[src/rtl/arcade_input_pkg.sv]
// Shared definitions for the arcade input controller.
// - PS/2 set-2 scancodes used by the keyboard map (9-bit {ext, code}, arrows 8-bit).
// - Joystick bit positions shared by both joystick inputs and the 5-bit player outputs.
// - Internal key-flop indices plus a one-hot decoder from scancode to key flop.
// - Coin FSM state type.
package arcade_input_pkg;

    // Arrow keys are matched on the low 8 bits only, so the keypad variants alias them.
    localparam logic [7:0] ScArrowUp    = 8'h75;
    localparam logic [7:0] ScArrowDown  = 8'h72;
    localparam logic [7:0] ScArrowLeft  = 8'h6B;
    localparam logic [7:0] ScArrowRight = 8'h74;

    localparam logic [8:0] ScSpace = 9'h029;
    localparam logic [8:0] ScLCtrl = 9'h014;
    localparam logic [8:0] ScF1    = 9'h005;
    localparam logic [8:0] ScF2    = 9'h006;
    localparam logic [8:0] ScR     = 9'h02D;
    localparam logic [8:0] ScF     = 9'h02B;
    localparam logic [8:0] ScD     = 9'h023;
    localparam logic [8:0] ScG     = 9'h034;
    localparam logic [8:0] ScA     = 9'h01C;
    localparam logic [8:0] Sc1     = 9'h016;
    localparam logic [8:0] Sc2     = 9'h01E;
    localparam logic [8:0] Sc5     = 9'h02E;
    localparam logic [8:0] Sc6     = 9'h036;
    localparam logic [8:0] ScT     = 9'h02C;

    // Joystick bit positions; the player outputs use the same order for bits [4:0].
    localparam int unsigned JoyRight  = 0;
    localparam int unsigned JoyLeft   = 1;
    localparam int unsigned JoyDown   = 2;
    localparam int unsigned JoyUp     = 3;
    localparam int unsigned JoyFire   = 4;
    localparam int unsigned JoyStart1 = 5;
    localparam int unsigned JoyStart2 = 6;
    localparam int unsigned JoyCoin   = 7;

    // One flop per physical key, so two keys sharing a function release independently.
    localparam int unsigned KeyP1Up     = 0;
    localparam int unsigned KeyP1Down   = 1;
    localparam int unsigned KeyP1Left   = 2;
    localparam int unsigned KeyP1Right  = 3;
    localparam int unsigned KeyP1FireA  = 4;
    localparam int unsigned KeyP1FireB  = 5;
    localparam int unsigned KeyF1Start1 = 6;
    localparam int unsigned KeyF2Start2 = 7;
    localparam int unsigned KeyP2Up     = 8;
    localparam int unsigned KeyP2Down   = 9;
    localparam int unsigned KeyP2Left   = 10;
    localparam int unsigned KeyP2Right  = 11;
    localparam int unsigned KeyP2Fire   = 12;
    localparam int unsigned Key1Start1  = 13;
    localparam int unsigned Key2Start2  = 14;
    localparam int unsigned KeyCoin5    = 15;
    localparam int unsigned KeyCoin6    = 16;
    localparam int unsigned KeyTest     = 17;
    localparam int unsigned NumKeys     = 18;

    typedef enum logic [1:0] {CoinIdle, CoinPulse, CoinHold} coin_state_t;

    // One-hot key select for a {ext, code} scancode; all-zero for unlisted codes.
    function automatic logic [NumKeys-1:0] key_decode(input logic [8:0] sc);
        logic [NumKeys-1:0] hit;
        hit = '0;
        case (sc[7:0])
            ScArrowUp:    hit[KeyP1Up]    = 1'b1;
            ScArrowDown:  hit[KeyP1Down]  = 1'b1;
            ScArrowLeft:  hit[KeyP1Left]  = 1'b1;
            ScArrowRight: hit[KeyP1Right] = 1'b1;
            default: ;
        endcase
        case (sc)
            ScSpace: hit[KeyP1FireA]  = 1'b1;
            ScLCtrl: hit[KeyP1FireB]  = 1'b1;
            ScF1:    hit[KeyF1Start1] = 1'b1;
            ScF2:    hit[KeyF2Start2] = 1'b1;
            ScR:     hit[KeyP2Up]     = 1'b1;
            ScF:     hit[KeyP2Down]   = 1'b1;
            ScD:     hit[KeyP2Left]   = 1'b1;
            ScG:     hit[KeyP2Right]  = 1'b1;
            ScA:     hit[KeyP2Fire]   = 1'b1;
            Sc1:     hit[Key1Start1]  = 1'b1;
            Sc2:     hit[Key2Start2]  = 1'b1;
            Sc5:     hit[KeyCoin5]    = 1'b1;
            Sc6:     hit[KeyCoin6]    = 1'b1;
            ScT:     hit[KeyTest]     = 1'b1;
            default: ;
        endcase
        return hit;
    endfunction

    // Horizontal-cabinet remap of {fire, up, down, left, right}:
    // up<-left, down<-right, left<-down, right<-up.
    function automatic logic [4:0] rotate_dirs(input logic [4:0] d, input logic en);
        return en ? {d[JoyFire], d[JoyLeft], d[JoyRight], d[JoyDown], d[JoyUp]} : d;
    endfunction

endpackage

[src/rtl/coin_pulse_gen.sv]
// Coin pulse generator: one fixed-length pulse per assertion of req.
// Ports:
//   clk_sys - system clock (rising edge)
//   reset   - synchronous active-high reset
//   req     - coin request level
//   pulse   - registered coin pulse, COIN_PULSE_CYC cycles long
module coin_pulse_gen
    import arcade_input_pkg::*;
#(
    parameter int unsigned COIN_PULSE_CYC = 600000
) (
    input  logic clk_sys,
    input  logic reset,
    input  logic req,
    output logic pulse
);

    localparam int unsigned CntW = $clog2(COIN_PULSE_CYC + 1);
    localparam logic [CntW-1:0] CntLoad = CntW'(COIN_PULSE_CYC - 1);

    coin_state_t     state_q;
    logic [CntW-1:0] cnt_q;
    logic            pulse_q;

    always_ff @(posedge clk_sys) begin
        if (reset) begin
            state_q <= CoinIdle;
            cnt_q   <= '0;
            pulse_q <= 1'b0;
        end else begin
            unique case (state_q)
                CoinIdle: begin
                    if (req) begin
                        state_q <= CoinPulse;
                        cnt_q   <= CntLoad;
                        pulse_q <= 1'b1;
                    end
                end
                CoinPulse: begin
                    // req is deliberately ignored until the count expires.
                    if (cnt_q == '0) begin
                        pulse_q <= 1'b0;
                        state_q <= req ? CoinHold : CoinIdle;
                    end else begin
                        cnt_q <= cnt_q - CntW'(1);
                    end
                end
                CoinHold: begin
                    // Wait for release so a held button yields a single pulse.
                    if (!req) begin
                        state_q <= CoinIdle;
                    end
                end
                default: begin
                    state_q <= CoinIdle;
                    pulse_q <= 1'b0;
                end
            endcase
        end
    end

    assign pulse = pulse_q;

endmodule

[src/rtl/arcade_input_ctrl.sv]
// Arcade input controller: merges PS/2 keyboard events and two joysticks into
// player direction/fire buttons, start, coin and test signals.
// Ports:
//   clk_sys               - system clock (rising edge)
//   reset                 - synchronous active-high reset
//   ps2_key[10:0]         - {toggle, pressed, ext, scancode}; a toggle change is one event
//   joystick_0/1[15:0]    - [0] right [1] left [2] down [3] up [4] fire [5] st1 [6] st2 [7] coin
//   rotate                - remap directions for a horizontal-orientation screen
//   o_p1/o_p2[4:0]        - {fire, up, down, left, right}, registered
//   o_start1/2, o_coin, o_test - registered, active-high
module arcade_input_ctrl
    import arcade_input_pkg::*;
#(
    parameter int unsigned COIN_PULSE_CYC = 600000,
    parameter bit          AUTO_COIN      = 1'b1
) (
    input  logic        clk_sys,
    input  logic        reset,
    input  logic [10:0] ps2_key,
    input  logic [15:0] joystick_0,
    input  logic [15:0] joystick_1,
    input  logic        rotate,
    output logic [4:0]  o_p1,
    output logic [4:0]  o_p2,
    output logic        o_start1,
    output logic        o_start2,
    output logic        o_coin,
    output logic        o_test
);

    logic               toggle_q;
    logic               key_event;
    logic [NumKeys-1:0] key_hit;
    logic [NumKeys-1:0] key_q, key_d;

    logic [4:0] p1_raw, p2_raw;
    logic       start1_raw, start2_raw, coin_req;

    logic [4:0] p1_q, p2_q;
    logic       start1_q, start2_q, test_q;

    logic       unused_joy;
    assign unused_joy = ^{joystick_0[15:8], joystick_1[15:8]};

    always_comb begin
        key_event = ps2_key[10] ^ toggle_q;
        key_hit   = key_decode(ps2_key[8:0]);
        key_d     = key_q;
        if (key_event) begin
            key_d = (key_q & ~key_hit) | (key_hit & {NumKeys{ps2_key[9]}});
        end
    end

    always_comb begin
        p1_raw = {key_q[KeyP1FireA] | key_q[KeyP1FireB], key_q[KeyP1Up], key_q[KeyP1Down],
                  key_q[KeyP1Left], key_q[KeyP1Right]} | joystick_0[4:0];
        p2_raw = {key_q[KeyP2Fire], key_q[KeyP2Up], key_q[KeyP2Down],
                  key_q[KeyP2Left], key_q[KeyP2Right]} | joystick_1[4:0];
        start1_raw = key_q[KeyF1Start1] | key_q[Key1Start1]
                   | joystick_0[JoyStart1] | joystick_1[JoyStart1];
        start2_raw = key_q[KeyF2Start2] | key_q[Key2Start2]
                   | joystick_0[JoyStart2] | joystick_1[JoyStart2];
        coin_req   = key_q[KeyCoin5] | key_q[KeyCoin6]
                   | joystick_0[JoyCoin] | joystick_1[JoyCoin]
                   | (AUTO_COIN & (start1_raw | start2_raw));
    end

    always_ff @(posedge clk_sys) begin
        // Tracking the toggle through reset avoids a phantom event on release.
        toggle_q <= ps2_key[10];
        if (reset) begin
            key_q    <= '0;
            p1_q     <= '0;
            p2_q     <= '0;
            start1_q <= 1'b0;
            start2_q <= 1'b0;
            test_q   <= 1'b0;
        end else begin
            key_q    <= key_d;
            p1_q     <= rotate_dirs(p1_raw, rotate);
            p2_q     <= rotate_dirs(p2_raw, rotate);
            start1_q <= start1_raw;
            start2_q <= start2_raw;
            test_q   <= key_q[KeyTest];
        end
    end

    coin_pulse_gen #(
        .COIN_PULSE_CYC(COIN_PULSE_CYC)
    ) u_coin_pulse_gen (
        .clk_sys(clk_sys),
        .reset  (reset),
        .req    (coin_req),
        .pulse  (o_coin)
    );

    assign o_p1     = p1_q;
    assign o_p2     = p2_q;
    assign o_start1 = start1_q;
    assign o_start2 = start2_q;
    assign o_test   = test_q;

endmodule

[config.mk]
export PLATFORM = sky130hd
export DESIGN_NAME = arcade_input_ctrl
export DESIGN_NICKNAME = d
export VERILOG_FILES = /design/src/rtl/arcade_input_pkg.sv /design/src/rtl/coin_pulse_gen.sv /design/src/rtl/arcade_input_ctrl.sv
export SDC_FILE = /design/constraint.sdc
export NUM_CORES = 1
export LEC_CHECK = 0
export CAP_MARGIN = 20
export CORE_ASPECT_RATIO = 1.2
export CORE_MARGIN = 1
export CORE_UTILIZATION = 25
export CTS_CLUSTER_DIAMETER = 120
export DETAILED_ROUTE_END_ITERATION = 7
export GPL_ROUTABILITY_DRIVEN = 0
export HOLD_SLACK_MARGIN = 0.1
export PLACE_DENSITY = 0.52
export SYNTH_ARGS = -nofsm -noshare
export SYNTH_HDL_FRONTEND = slang
export SYNTH_SLANG_ARGS = --single-unit
[constraint.sdc]
create_clock -name clk_sys -period 2.05 [get_ports clk_sys]
set_input_delay 0.41 -clock clk_sys [delete_from_list [all_inputs] [get_ports clk_sys]]
set_output_delay 0.41 -clock clk_sys [all_outputs]
set_load 0.03 [all_outputs]
==> results of run 1 <==
==> area by class of cell <==
type | instances | area, um^2 | area share
clock buffer | 6 | 129 | 0.0366
clock inverter | 2 | 60.1 | 0.0170
inverter | 6 | 22.5 | 0.00639
multi-input combinational | 215 | 1390 | 0.394
sequential | 55 | 1100 | 0.312
tap | 123 | 154 | 0.0436
timing repair buffer | 75 | 671 | 0.190
==> kinds of logic (layout without fill, tap and decap cells) <==
group                    Yosys count  count (layout)  synth area share
AND/OR/NAND/NOR                  140             140             0.286
flip-flops                        55              55             0.438
AO/OA/AOI/OAI                     44              44             0.124
buffers and inverters             21              89            0.0353
XOR/XNOR                          15              15            0.0522
multiplexers                      15              15            0.0597
adder cells (fa/ha/maj)            1               1           0.00497
==> power breakdown <==
| part | leakage, uW | switching (uW) | internal, uW |
|---|---|---|---|
| Sequential | 0.000452 | 27.1 | 1110 |
| Combinational | 0.000839 | 216 | 209 |
| Clock | 0.0000911 | 373 | 701 |
==> layer usage <==
metal | vias up | part of all wire
met3 | 7 | 0.022
met2 | 32 | 0.51
met4 | 0 | 0.014
met5 | - | 0
li1 | 1191 | -
met1 | 1094 | 0.45
==> worst min-delay path, delay by kind of cell (launching register included) <==
| kind | cells | cell delay (ns) |
|---|---|---|
| flip-flops | 1 | 0.33 |
| AND/OR/NAND/NOR | 2 | 0.11 |
==> placed cells by master, fill, tap and decap left out, types with 2 or more instances in the layout <==
cell,n
sky130_fd_sc_hd__clkdlybuf4s50_1,43
sky130_fd_sc_hd__nor2b_1,5
sky130_fd_sc_hd__nor2_1,48
sky130_fd_sc_hd__nor4_1,8
sky130_fd_sc_hd__o2111ai_2,5
sky130_fd_sc_hd__clkbuf_16,5
sky130_fd_sc_hd__buf_4,32
sky130_fd_sc_hd__bufinv_16,2
sky130_fd_sc_hd__a311oi_1,2
sky130_fd_sc_hd__nor4b_1,2
sky130_fd_sc_hd__a211oi_1,12
sky130_fd_sc_hd__nor3_1,23
sky130_fd_sc_hd__o2111ai_1,2
sky130_fd_sc_hd__or2_2,3
sky130_fd_sc_hd__and3b_1,2
sky130_fd_sc_hd__a31oi_1,2
sky130_fd_sc_hd__mux2i_1,15
sky130_fd_sc_hd__inv_1,5
sky130_fd_sc_hd__xnor2_1,4
sky130_fd_sc_hd__or3_1,2
sky130_fd_sc_hd__dfxtp_1,55
sky130_fd_sc_hd__nand4_1,7
sky130_fd_sc_hd__nand2b_1,4
sky130_fd_sc_hd__a21oi_1,12
sky130_fd_sc_hd__nand3_1,13
sky130_fd_sc_hd__o211ai_1,2
sky130_fd_sc_hd__xor2_1,11
sky130_fd_sc_hd__nand2_1,13
==> stage by stage <==
step	cells	util	instance area, um^2
finish	482	0.365	3530
detailed placement	474	0.340	3290
floorplan	291	-	2530
global placement	474	0.340	3290
global route	482	0.365	3530
CTS	482	0.360	3480
==> timing repair <==
item | in CTS | in global routing
gates resized for setup | 1 | 10
setup buffers | 0 | 0
endpoints found under the setup margin | 7 | 14
pin swaps | 0 | 2
==> final timing paths <==
kind | start | end | slack (ns) | cells past startpoint
setup / recovery | u_coin_pulse_gen.cnt_q[0] | u_coin_pulse_gen.cnt_q[16] | 0.07 | 9
hold / removal | flop | o_p2[4] | 0.47 | 2
setup reg to reg | u_coin_pulse_gen.cnt_q[0] | u_coin_pulse_gen.cnt_q[16] | 0.07 | 9
hold reg to reg | flop | o_p2[4] | 0.47 | 2
==> impl_results.md, run 1 <==
- Outcome: finished, final reports clean
- Pwr per Cell Area: 749 mW/mm^2
- Async set-or-reset flop fraction in the synthesized netlist: 0
- Slew Viols, Final: 0
- Initial DRT Pass Iterations: 4
- GR Overflow Total: 0
- Max_slew headroom: 0.649
- Layout filler cell count: roughly 1,000
- IR Drop Worst-Case VDD: slightly above 0.0004 V
- Data arrival time of the worst path: roughly 2.2 ns
- Die ar.: between 0.01 and 0.015 mm^2
- Number of inserted diodes: 0
- Net count after synthesis: about 340
- Post-detailed-placement half-perimeter wirelength: between 4000 and 5000 um
- Setup violations, final: 0
- Vias in the first global route: 2,312
- Pin count of the biggest net entering global routing: 22
- Number of nets in the finished design: roughly 410
- Initial Util: 0.260
- Floorplan Core Area: between 0.009 and 0.01 mm^2
- Bufs on Longest Clock Path: 2
- CP Cell Sequence: inv_1 > ha_4 > or4b_4 > buf_4 > nor2_1 > buf_4 > nand4_1 > xor2_1 > a21oi_1
- Count of input and output buffers: 43
- Total number of yosys warnings: 0
- Routed WL: about 6300 um
- Post-route setup slack: approximately 0.073 ns
- Most common cell in the synthesized netlist: sky130_fd_sc_hd__dfxtp_1
- Die outline height: about 110 um
- Number of buffers inserted during clock tree synthesis: 5
- Most numerous cell on the critical path: sky130_fd_sc_hd__buf_4
- Antenna violations before repair: 0
- Library cells used by synthesis: 42
- Register clock-pin slew on the reported worst setup and hold paths: ~0.070 ns
- Total Power Consumption: between 2000 and 3000 uW
- Achievable frequency: around 500 MHz
- Number of failing hold endpoints at the final stage: 0
- Slowest cell delay on critical path: between 0.4 and 0.5 ns
- Setup repair after global routing missed its margin: yes
- Met2 usage: 0.226
- H-Tree Level Count: 2
- Number of top-level pins: 60
- Slowest-stage cell, CP: sky130_fd_sc_hd__or4b_4
- Type of the tightest min-delay check: reg2reg
- Leading post-synthesis cells by cell area: sky130_fd_sc_hd__dfxtp_1 (44%), sky130_fd_sc_hd__nor2_1 (7.2%), sky130_fd_sc_hd__mux2i_1 (6.0%)
- Crit Path Category: reg2reg
- FF+latch count, synth: between 50 and 60
- Commonest cells in the netlist: sky130_fd_sc_hd__dfxtp_1 (55), sky130_fd_sc_hd__nor2_1 (48), sky130_fd_sc_hd__nor3_1 (23), sky130_fd_sc_hd__mux2i_1 (15)
- Synthesized instance count: a little under 300
- Global-route usage over all layers: 0.125
- Worst-margin pin slew: around 0.52 ns
- Wire length of the first global-routing pass: approximately 11,000 um
- Post-placement setup slack: -0.146 ns
- Number of antenna-violating nets in the routed design: 0
- Post-CTS Hold Buffers: 0
- Buffer type at the clock tree root: sky130_fd_sc_hd__clkbuf_16
- Total buffers and inverters traversed by the critical path: 3
- Number of flops mapped to enable cells by yosys: 0
- Mean routed wirelength per cell: roughly 13 um
- Largest clock skew in the final design: ~0.0024 ns
- Layer with the highest usage: met2
- Met3 demand-to-capacity share in global routing: 0.0212
- Clock Sink Count: between 50 and 60
- Avg Synthesized Cell Area: 8.65 um^2
- Most used flip-flop cell after synthesis: sky130_fd_sc_hd__dfxtp_1
- Count of vias placed by the detailed router: 2,324
- Standard-cell rows: 39
- Fraction of the cycle the final worst path needs: 0.964
- Share of synthesized area occupied by flip-flops and latches: 0.438
- X dimension of the die: about 94 um
- Largest driver fanout on the critical path: 4
- Area Overhead vs Synth: 40.1%
- Top delay family on crit path: simple AND/OR/NAND/NOR gates
- Combined area of all synthesized cells: 0.00252 mm^2
- Worst endpoint required time: 2.27 ns
- Met1 Resource Use GR: 0.149
- Drt initial violations: 62
- Clock network latency to the later pin of the worst-skew pair: between 0.2 and 0.3 ns
- Cell type contributing the most total cell area after synthesis: sky130_fd_sc_hd__dfxtp_1
- Detailed-route DRC error count: 0
- Crit path launch type: flop
- Hold slack final: between 0.4 and 0.5 ns
- Area share of the largest cell type after synthesis: 0.438
- Pleak: roughly 0.0014 uW
- Fraction of final layout cells sized beyond drive strength 1: 0.162
- Clock tree from TritonCTS: yes
- Max-cap check violation count: 0
- Fin Setup TNS: 0 ns
- Nature of the critical path endpoint: flop
- Per-cell via count in the routed design: roughly 4.8
- Minimum clock period: a little under 2 ns
Power figures use the tool's default switching activity.
==> inputs of run 2 (changes only) <==
--- a/config.mk
+++ b/config.mk
@@ -7,7 +7,7 @@
 export LEC_CHECK = 0
 export CAP_MARGIN = 20
 export CORE_ASPECT_RATIO = 1.2
-export CORE_MARGIN = 1
+export CORE_MARGIN = 4
 export CORE_UTILIZATION = 25
 export CTS_CLUSTER_DIAMETER = 120
 export DETAILED_ROUTE_END_ITERATION = 7
==> run 2 against run 1 <==
Combinational power up 1%. Non-clock buffer count decreased by 1. Global-route usage is 1.1 points lower. Sequential share of layout area rose by 0.14 points. Worst hold slack worse by 0.0036 ns. Wire length up 2.3%. Clock power shrank 11%. Critical path depth fell by 2. Sequential power hardly changed. Core utilization decreased by 0.17 points. Via count down 0.95%. Maximum frequency rose by 0.62%. Critical endpoint is now u_coin_pulse_gen.cnt_q[14]. Highest routed layer unchanged.
==> impl_results.md, run 2 (synthesis results as in run 1) <==
- Number of failing hold endpoints at the final stage: 0 (unchanged)
- Worst reg2reg path depth: 7 (was 9)
- Number of antenna-violating nets in the routed design: 0 (unchanged)
- Achievable frequency: 509 MHz (was 506 MHz)
- Mean routed wirelength per cell: 13.4 um (was 13.1 um)
- Bufs on Longest Clock Path: 2 (unchanged)
- Pin count of the biggest net entering global routing: 27 (was 22)
- Setup violations, final: 0 (unchanged)
- Largest clock skew in the final design: 0.00510 ns (was 0.00236 ns)
- Data arrival time of the worst path: 2.14 ns (was 2.20 ns)
- Post-detailed-placement half-perimeter wirelength: 4800 um (was 4750 um)
- Commonest non-fill, non-tap cells in the layout: sky130_fd_sc_hd__dfxtp_1 (55), sky130_fd_sc_hd__nor2_1 (47), sky130_fd_sc_hd__clkdlybuf4s50_1 (43) (was sky130_fd_sc_hd__dfxtp_1 (55), sky130_fd_sc_hd__nor2_1 (48), sky130_fd_sc_hd__clkdlybuf4s50_1 (43))
- Register clock-pin slew on the reported worst setup and hold paths: 0.07 ns (about the same)
- Reg2Reg Setup Slack: 0.09 ns (was 0.07 ns)
- Hold Path Cell Cnt: 2 (unchanged)
- Switching power: 635 uW (was 617 uW)
- Internal power contribution: 1890 uW (was 2020 uW)
- Wire length of the first global-routing pass: 11,100 um (was 10,600 um)
- Per-cell via count in the routed design: 4.79 (was 4.82)
- Floorplan Core Area: 0.00966 mm^2 (unchanged)
- Routed WL: 6450 um (was 6310 um)
- Relative contribution of the clock network to total power: 0.379 (was 0.407)
- Multi-input combinational cell area: 0.00140 mm^2 (was 0.00139 mm^2)
- Buffer type at the clock tree root: sky130_fd_sc_hd__clkbuf_16 (unchanged)
- Combinational group share of total power: 0.171 (was 0.161)
- Post-Place Cell Area: 0.00328 mm^2 (was 0.00329 mm^2)
- Count of input and output buffers: 43 (unchanged)
- Type of the tightest min-delay check: reg2reg (unchanged)
- Initial Util: 0.260 (unchanged)
- Number of inserted diodes: 0 (unchanged)
- Number of buffers inserted during clock tree synthesis: 5 (unchanged)
- Minimum clock period: 1.96 ns (was 1.98 ns)
- Global-route usage over all layers: 0.114 (was 0.125)
- Outcome: finished, final reports clean (unchanged)
- Total Power Consumption: 2530 uW (was 2640 uW)
- Max-cap check violation count: 0 (unchanged)
- Layout filler cell count: 1,004 (was 1,024)
- Detailed-route DRC error count: 0 (unchanged)
- Area taken by flip-flops and latches: 0.00110 mm^2 (unchanged)
- RR Startpoint: u_coin_pulse_gen.cnt_q[1] (was u_coin_pulse_gen.cnt_q[0])
- R2R Path End: u_coin_pulse_gen.cnt_q[14] (was u_coin_pulse_gen.cnt_q[16])
- Fraction of final layout cells sized beyond drive strength 1: 0.162 (about the same)
- Initial DRT Pass Iterations: 6 (was 4)
- Clock Sink Count: 55 (unchanged)
- IR Drop Worst-Case VDD: 0.000337 V (was 0.000414 V)
- Clock tree from TritonCTS: yes (unchanged)
- Power share of the sequential group: 0.450 (was 0.432)
- Worst endpoint required time: 2.22 ns (was 2.27 ns)
- Nature of the critical path endpoint: flop (unchanged)
- GR Overflow Total: 0 (unchanged)
- Pwr per Cell Area: 720 mW/mm^2 (was 749 mW/mm^2)
- Number of top-level pins: 60 (unchanged)
- Post-CTS Hold Buffers: 0 (unchanged)
- Count of vias placed by the detailed router: 2,302 (was 2,324)
- Worst-margin pin slew: 0.499 ns (was 0.525 ns)
- Max_slew headroom: 0.666 (was 0.649)
- Pleak: 0.00136 uW (was 0.00138 uW)
- Number of nets in the finished design: 405 (unchanged)
- Area Overhead vs Synth: 39.5% (was 40.1%)
- Largest driver fanout on the critical path: 5 (was 4)
- Crit path launch type: flop (unchanged)
- Slew Viols, Final: 0 (unchanged)
- Sw frac: 0.251 (was 0.234)
- Post-layout instance area: 0.00351 mm^2 (was 0.00353 mm^2)
- Crit Path Category: reg2reg (unchanged)
- Leading cell type in the layout, fill and taps excluded: sky130_fd_sc_hd__dfxtp_1 (unchanged)
- H-Tree Level Count: 2 (unchanged)
- X dimension of the die: 99.6 um (was 93.6 um)
- Die outline height: 118 um (was 112 um)
- Fraction of the cycle the final worst path needs: 0.958 (was 0.964)
- Die ar.: 0.0117 mm^2 (was 0.0105 mm^2)
- Vias in the first global route: 2,294 (was 2,312)
- Standard-cell rows: 39 (unchanged)
- Antenna violations before repair: 0 (unchanged)
- Clock network latency to the later pin of the worst-skew pair: 0.29 ns (about the same)
- Drt initial violations: 50 (was 62)
run 2: changes by cell type in the layout (fill, tap and decap cells not counted), sizes merged:
cell / change
buf: -1
bufinv: -1
clkbuf: -1
clkinvlp: +1
or3: +1
run 2: area by class of cell:
| type | instances | share of cell area |
|---|---|---|
| sequential | 55 | 0.314 |
| multi-input combinational | 216 | 0.400 |
| timing repair buffer | 74 | 0.190 |
| inverter | 6 | 0.00642 |
| tap | 123 | 0.0439 |
| clock inverter | 2 | 0.0107 |
| clock buffer | 5 | 0.0357 |
run 2: worst max-delay path, stage by stage (launching register included):
cell and delay (ns):
sky130_fd_sc_hd__dfxtp_1 0.32, sky130_fd_sc_hd__inv_2 0.07, sky130_fd_sc_hd__ha_4 0.13, sky130_fd_sc_hd__or4b_4 0.49, sky130_fd_sc_hd__or3_4 0.39, sky130_fd_sc_hd__o211ai_1 0.22
sky130_fd_sc_hd__xor2_1 0.17, sky130_fd_sc_hd__nor2_1 0.05
run 2: routing by layer:
layer | part of all wire | up-vias | track usage
li1 | - | 1192 | -
met1 | 0.43 | 1059 | 0.139
met2 | 0.51 | 44 | 0.196
met3 | 0.039 | 7 | 0.0273
met4 | 0.016 | 0 | 0.0350
met5 | 0 | - | 0
run 2: power groups by stage:
stage	registers [uW]	clock network, uW	logic, uW
floorplan	1200	0	182
global placement	1160	0	414
detailed placement	1160	0	416
CTS	1140	982	419
global route	1140	1030	473
finish	1140	957	432
run 2: repair_timing:
action / CTS / global route
pin swaps: 0 / 2
endpoints found under the hold margin: 0 / 0
setup endpoints to repair: 10 / 16
setup buffers: 0 / 0
resized for setup: 2 / 12
cloned: 0 / 1
run 2: per-stage QoR:
stage	worst slack [ns]	utilization	cells	hold WS [ns]	TNS [ns]
CTS	-0.00833	0.357	480	0.466	-0.0160
global placement	-0.105	0.339	473	0.450	-0.601
detailed placement	-0.0931	0.339	473	0.454	-0.745
global route	-0.0208	0.363	481	0.495	-0.0414
floorplan	0.0109	-	291	0.436	0
finish	0.0856	0.363	481	0.464	0
run 2: worst max path at each step:
stage / startpoint / endpoint / slack (ns)
floorplan: u_coin_pulse_gen.cnt_q[1] / u_coin_pulse_gen.cnt_q[11] / 0.01
global placement: ps2_key[10] / flop / -0.10
detailed placement: ps2_key[10] / flop / -0.09
CTS: u_coin_pulse_gen.cnt_q[1] / u_coin_pulse_gen.cnt_q[17] / -0.008
global route: u_coin_pulse_gen.cnt_q[1] / u_coin_pulse_gen.cnt_q[18] / -0.02
finish: u_coin_pulse_gen.cnt_q[1] / u_coin_pulse_gen.cnt_q[14] / 0.09
==> inputs of run 3 (changes only) <==
--- a/config.mk
+++ b/config.mk
@@ -8,12 +8,13 @@
 export CAP_MARGIN = 20
 export CORE_ASPECT_RATIO = 1.2
 export CORE_MARGIN = 4
-export CORE_UTILIZATION = 25
+export CORE_UTILIZATION = 46
 export CTS_CLUSTER_DIAMETER = 120
 export DETAILED_ROUTE_END_ITERATION = 7
 export GPL_ROUTABILITY_DRIVEN = 0
 export HOLD_SLACK_MARGIN = 0.1
-export PLACE_DENSITY = 0.52
+export PLACE_DENSITY = 0.76
 export SYNTH_ARGS = -nofsm -noshare
 export SYNTH_HDL_FRONTEND = slang
+export SYNTH_HIERARCHICAL = 1
 export SYNTH_SLANG_ARGS = --single-unit
==> run 3 against run 2 <==
Maximum frequency rose by 0.89%. Area after synthesis rose by 14%. Worst hold slack improved by 0.0042 ns. Register-to-register slack improved by 0.03 ns. Sequential share of layout area fell by 1.6 points. Wire length rose by 8.6%. Clock power fell by 22%. Sequential cell count did not move. Clock-buffer cell count did not move. Worst setup slack improved by 0.017 ns.
==> impl_results.md, run 3 <==
- Number of top-level pins: 60 (unchanged)
- Number of inserted diodes: 0 (unchanged)
- Fraction of final layout cells sized beyond drive strength 1: 0.196 (was 0.162)
- Largest driver fanout on the critical path: 3 (was 5)
- Clock Sink Count: 55 (unchanged)
- Total buffers and inverters traversed by the critical path: 2 (was 1)
- Achievable frequency: 514 MHz (was 509 MHz)
- Minimum clock period: 1.95 ns (was 1.96 ns)
- Layout filler cell count: 540 (was 1,004)
- Initial DRT Pass Iterations: 6 (unchanged)
- Leading cell type in the layout, fill and taps excluded: sky130_fd_sc_hd__dfxtp_1 (unchanged)
- Standard-cell rows: 31 (was 39)
- Layer with the highest usage: met2 (unchanged)
- Fraction of the cycle the final worst path needs: 0.950 (was 0.958)
- Avg Synthesized Cell Area: 9.32 um^2 (was 8.65 um^2)
- Vias in the first global route: 2,659 (was 2,294)
- Net count after synthesis: 355 (was 338)
- Commonest cells in the netlist: sky130_fd_sc_hd__dfxtp_1 (55), sky130_fd_sc_hd__nor2_1 (25), sky130_fd_sc_hd__mux2i_1 (22), sky130_fd_sc_hd__nand2b_1 (19), sky130_fd_sc_hd__nor3_1 (19) (was sky130_fd_sc_hd__dfxtp_1 (55), sky130_fd_sc_hd__nor2_1 (48), sky130_fd_sc_hd__nor3_1 (23), sky130_fd_sc_hd__mux2i_1 (15))
- Buffer type at the clock tree root: sky130_fd_sc_hd__clkbuf_8 (was sky130_fd_sc_hd__clkbuf_16)
- Data arrival time of the worst path: 2.14 ns (about the same)
- Crit path launch type: input port (was flop)
- Share of synthesized area occupied by flip-flops and latches: 0.385 (was 0.438)
- Synth Area in Compound Gates: 0.123 (was 0.124)
- Wire length of the first global-routing pass: 12,000 um (was 11,100 um)
- Most common cell in the synthesized netlist: sky130_fd_sc_hd__dfxtp_1 (unchanged)
- Outcome: finished, final reports clean (unchanged)
- Clock network latency to the later pin of the worst-skew pair: 0.31 ns (was 0.29 ns)
- Largest clock skew in the final design: 0.0116 ns (was 0.00510 ns)
- GR Overflow Total: 0 (unchanged)
- Library cells used by synthesis: 58 (was 42)
- Total Power Consumption: 2400 uW (was 2530 uW)
- Register clock-pin slew on the reported worst setup and hold paths: 0.10 ns (was 0.07 ns)
- Count of vias placed by the detailed router: 2,608 (was 2,302)
- Commonest non-fill, non-tap cells in the layout: sky130_fd_sc_hd__dfxtp_1 (53), sky130_fd_sc_hd__clkdlybuf4s50_1 (43), sky130_fd_sc_hd__buf_4 (33) (was sky130_fd_sc_hd__dfxtp_1 (55), sky130_fd_sc_hd__nor2_1 (47), sky130_fd_sc_hd__clkdlybuf4s50_1 (43))
- Mean routed wirelength per cell: 15.4 um (was 13.4 um)
- Initial Util: 0.473 (was 0.260)
- CP Cell Sequence: clkdlybuf4s50_1 > nor4_2 > nand3_1 > nor3b_4 > buf_4 > or3_1 > o311ai_0 > a311oi_1 (was inv_2 > ha_4 > or4b_4 > or3_4 > o211ai_1 > xor2_1 > nor2_1)
- H-Tree Level Count: 2 (unchanged)
- Fin Setup TNS: 0 ns (unchanged)
- Post-synthesis simple-gate area fraction: 0.351 (was 0.286)
- Per-cell via count in the routed design: 5.73 (was 4.79)
- Top delay family on crit path: simple AND/OR/NAND/NOR gates (unchanged)
- Die outline height: 94.4 um (was 118 um)
- Met3 demand-to-capacity share in global routing: 0.0382 (was 0.0273)
- Pin count of the biggest net entering global routing: 21 (was 27)
- Combined area of all synthesized cells: 0.00286 mm^2 (was 0.00252 mm^2)
- Crit Path Category: in2reg (was reg2reg)
- Synthesized instance count: 307 (was 291)
- Number of nets in the finished design: 420 (was 405)
- Pwr per Cell Area: 648 mW/mm^2 (was 720 mW/mm^2)
- Floorplan Core Area: 0.00605 mm^2 (was 0.00966 mm^2)
- X dimension of the die: 80 um (was 99.6 um)
- Slowest-stage cell, CP: sky130_fd_sc_hd__clkdlybuf4s50_1 (was sky130_fd_sc_hd__or4b_4)
- Detailed-route DRC error count: 0 (unchanged)
- Die ar.: 0.00755 mm^2 (was 0.0117 mm^2)
- Clock tree from TritonCTS: yes (unchanged)
- Area Overhead vs Synth: 29.7% (was 39.5%)
- Count of input and output buffers: 43 (unchanged)
- Number of antenna-violating nets in the routed design: 0 (unchanged)
- Xor/xnor cell area share of the yosys netlist: 0.00568 (was 0.0522)
- Pleak: 0.00151 uW (was 0.00136 uW)
- Async set-or-reset flop fraction in the synthesized netlist: 0 (unchanged)
- Slew Viols, Final: 0 (unchanged)
- Leading post-synthesis cells by cell area: sky130_fd_sc_hd__dfxtp_1 (38%), sky130_fd_sc_hd__mux2i_1 (7.7%), sky130_fd_sc_hd__nand2b_1 (4.2%) (was sky130_fd_sc_hd__dfxtp_1 (44%), sky130_fd_sc_hd__nor2_1 (7.2%), sky130_fd_sc_hd__mux2i_1 (6.0%))
- Area share of the largest cell type after synthesis: 0.385 (was 0.438)
- Number of buffers inserted during clock tree synthesis: 5 (unchanged)
- Global-route usage over all layers: 0.200 (was 0.114)
- Setup violations, final: 0 (unchanged)
- Number of flops mapped to enable cells by yosys: 0 (unchanged)
- Nature of the critical path endpoint: flop (unchanged)
- Slowest cell delay on critical path: 0.45 ns (was 0.49 ns)
- Post-detailed-placement half-perimeter wirelength: 5160 um (was 4800 um)
- Most used flip-flop cell after synthesis: sky130_fd_sc_hd__dfxtp_1 (unchanged)
- IR Drop Worst-Case VDD: 0.000431 V (was 0.000337 V)
- Routed WL: 7010 um (was 6450 um)
- Max-cap check violation count: 0 (unchanged)
- Worst endpoint required time: 2.24 ns (was 2.22 ns)
- FF+latch count, synth: 55 (unchanged)
- Number of failing hold endpoints at the final stage: 0 (unchanged)
- Met1 Resource Use GR: 0.227 (was 0.139)
- Combinational family with the most area after synthesis: simple AND/OR/NAND/NOR gates (unchanged)
- Setup repair after global routing missed its margin: no
- Type of the tightest min-delay check: reg2reg (unchanged)
- Met2 usage: 0.363 (was 0.196)
- Drt initial violations: 109 (was 50)
- Post-CTS Hold Buffers: 0 (unchanged)
- Worst-margin pin slew: 0.509 ns (was 0.499 ns)
- Cell type contributing the most total cell area after synthesis: sky130_fd_sc_hd__dfxtp_1 (unchanged)
- Post-synthesis mux area share: 0.0770 (was 0.0597)
- Max_slew headroom: 0.659 (was 0.666)
- Bufs on Longest Clock Path: 2 (unchanged)
- Antenna violations before repair: 0 (unchanged)
- Total number of yosys warnings: 6 (was 0)
- Adder and majority cell fraction of the synthesized area: 0.00875 (was 0.00497)
[run 3: cell types whose count changed after synthesis, moves of 7 or more]
| cell | before | now |
|---|---|---|
| sky130_fd_sc_hd__o2111ai_1 | 7 | 0 |
| sky130_fd_sc_hd__nand4_1 | 7 | 15 |
| sky130_fd_sc_hd__nor2_1 | 48 | 25 |
| sky130_fd_sc_hd__xor2_1 | 11 | 0 |
| sky130_fd_sc_hd__mux2i_1 | 15 | 22 |
| sky130_fd_sc_hd__a21oi_1 | 13 | 6 |
| sky130_fd_sc_hd__nand2b_1 | 4 | 19 |
[run 3: layout make-up]
type	instances	area [um^2]	share of cell area
Inverter	6	22.5	0.00607
Sequential cell	55	1100	0.297
Tap cell	82	103	0.0276
Clock inverter	3	47.5	0.0128
Clock buffer	5	68.8	0.0185
Multi-Input combinational cell	227	1680	0.452
Timing Repair Buffer	77	689	0.186
[run 3: metrics by stage]
step | hold WS, ns | instance area [um^2] | worst slack, ns | cells | util
global route | 0.513 | 3710 | 0.00120 | 455 | 0.614
finish | 0.468 | 3710 | 0.103 | 455 | 0.614
detailed placement | 0.448 | 3510 | -0.439 | 445 | 0.581
global placement | 0.434 | 3510 | -0.337 | 445 | 0.581
CTS | 0.477 | 3660 | 0.0000278 | 455 | 0.605
floorplan | 0.414 | 2860 | 0.102 | 307 | -
[run 3: kinds of logic (layout without fill, tap and decap cells)]
kind of cell,count (synthesis),after routing
compound gates,48,48
flops,55,55
mux,22,22
buf+inv,25,91
simple gates,154,154
xor+xnor,1,1
fa+ha+maj,2,2
[run 3: per-layer routing]
metal / part of all wire / wire [um]
met1: 0.41 / 2900
met2: 0.52 / 3650
met3: 0.043 / 304
met4: 0.022 / 155
met5: 0 / 0
[run 3: timing repair]
action / 4_1_cts / 5_1_grt
buffers inserted: 2 / 0
resized for setup: 3 / 12
pin swaps: 1 / 4
endpoints found under the setup margin: 2 / 14
[run 3: where the power goes]
group	switching, uW	leakage (uW)	internal (uW)
clock network	375	0.0000587	371
logic	257	0.000995	247
registers	37.4	0.000452	1120
[run 3: worst reg2reg max path: cells and delay by family, from the launching register on]
kind / cells / cell delay (ns)
buffers and inverters: 3 / 0.39
adder cells (fa/ha/maj): 1 / 0.23
flip-flops: 1 / 0.37
AO/OA/AOI/OAI: 1 / 0.18
AND/OR/NAND/NOR: 3 / 0.71
[run 3: path summary, 6_finish.rpt]
kind,from,to,slack (ns),cells after the start
worst max-delay path,joystick_1[6],u_coin_pulse_gen/cnt_q[4],0.10,8
worst min-delay path,flop,o_test,0.47,2
worst max register to register,u_coin_pulse_gen/cnt_q[0],u_coin_pulse_gen/cnt_q[15],0.12,8
worst min register to register,flop,o_test,0.47,2
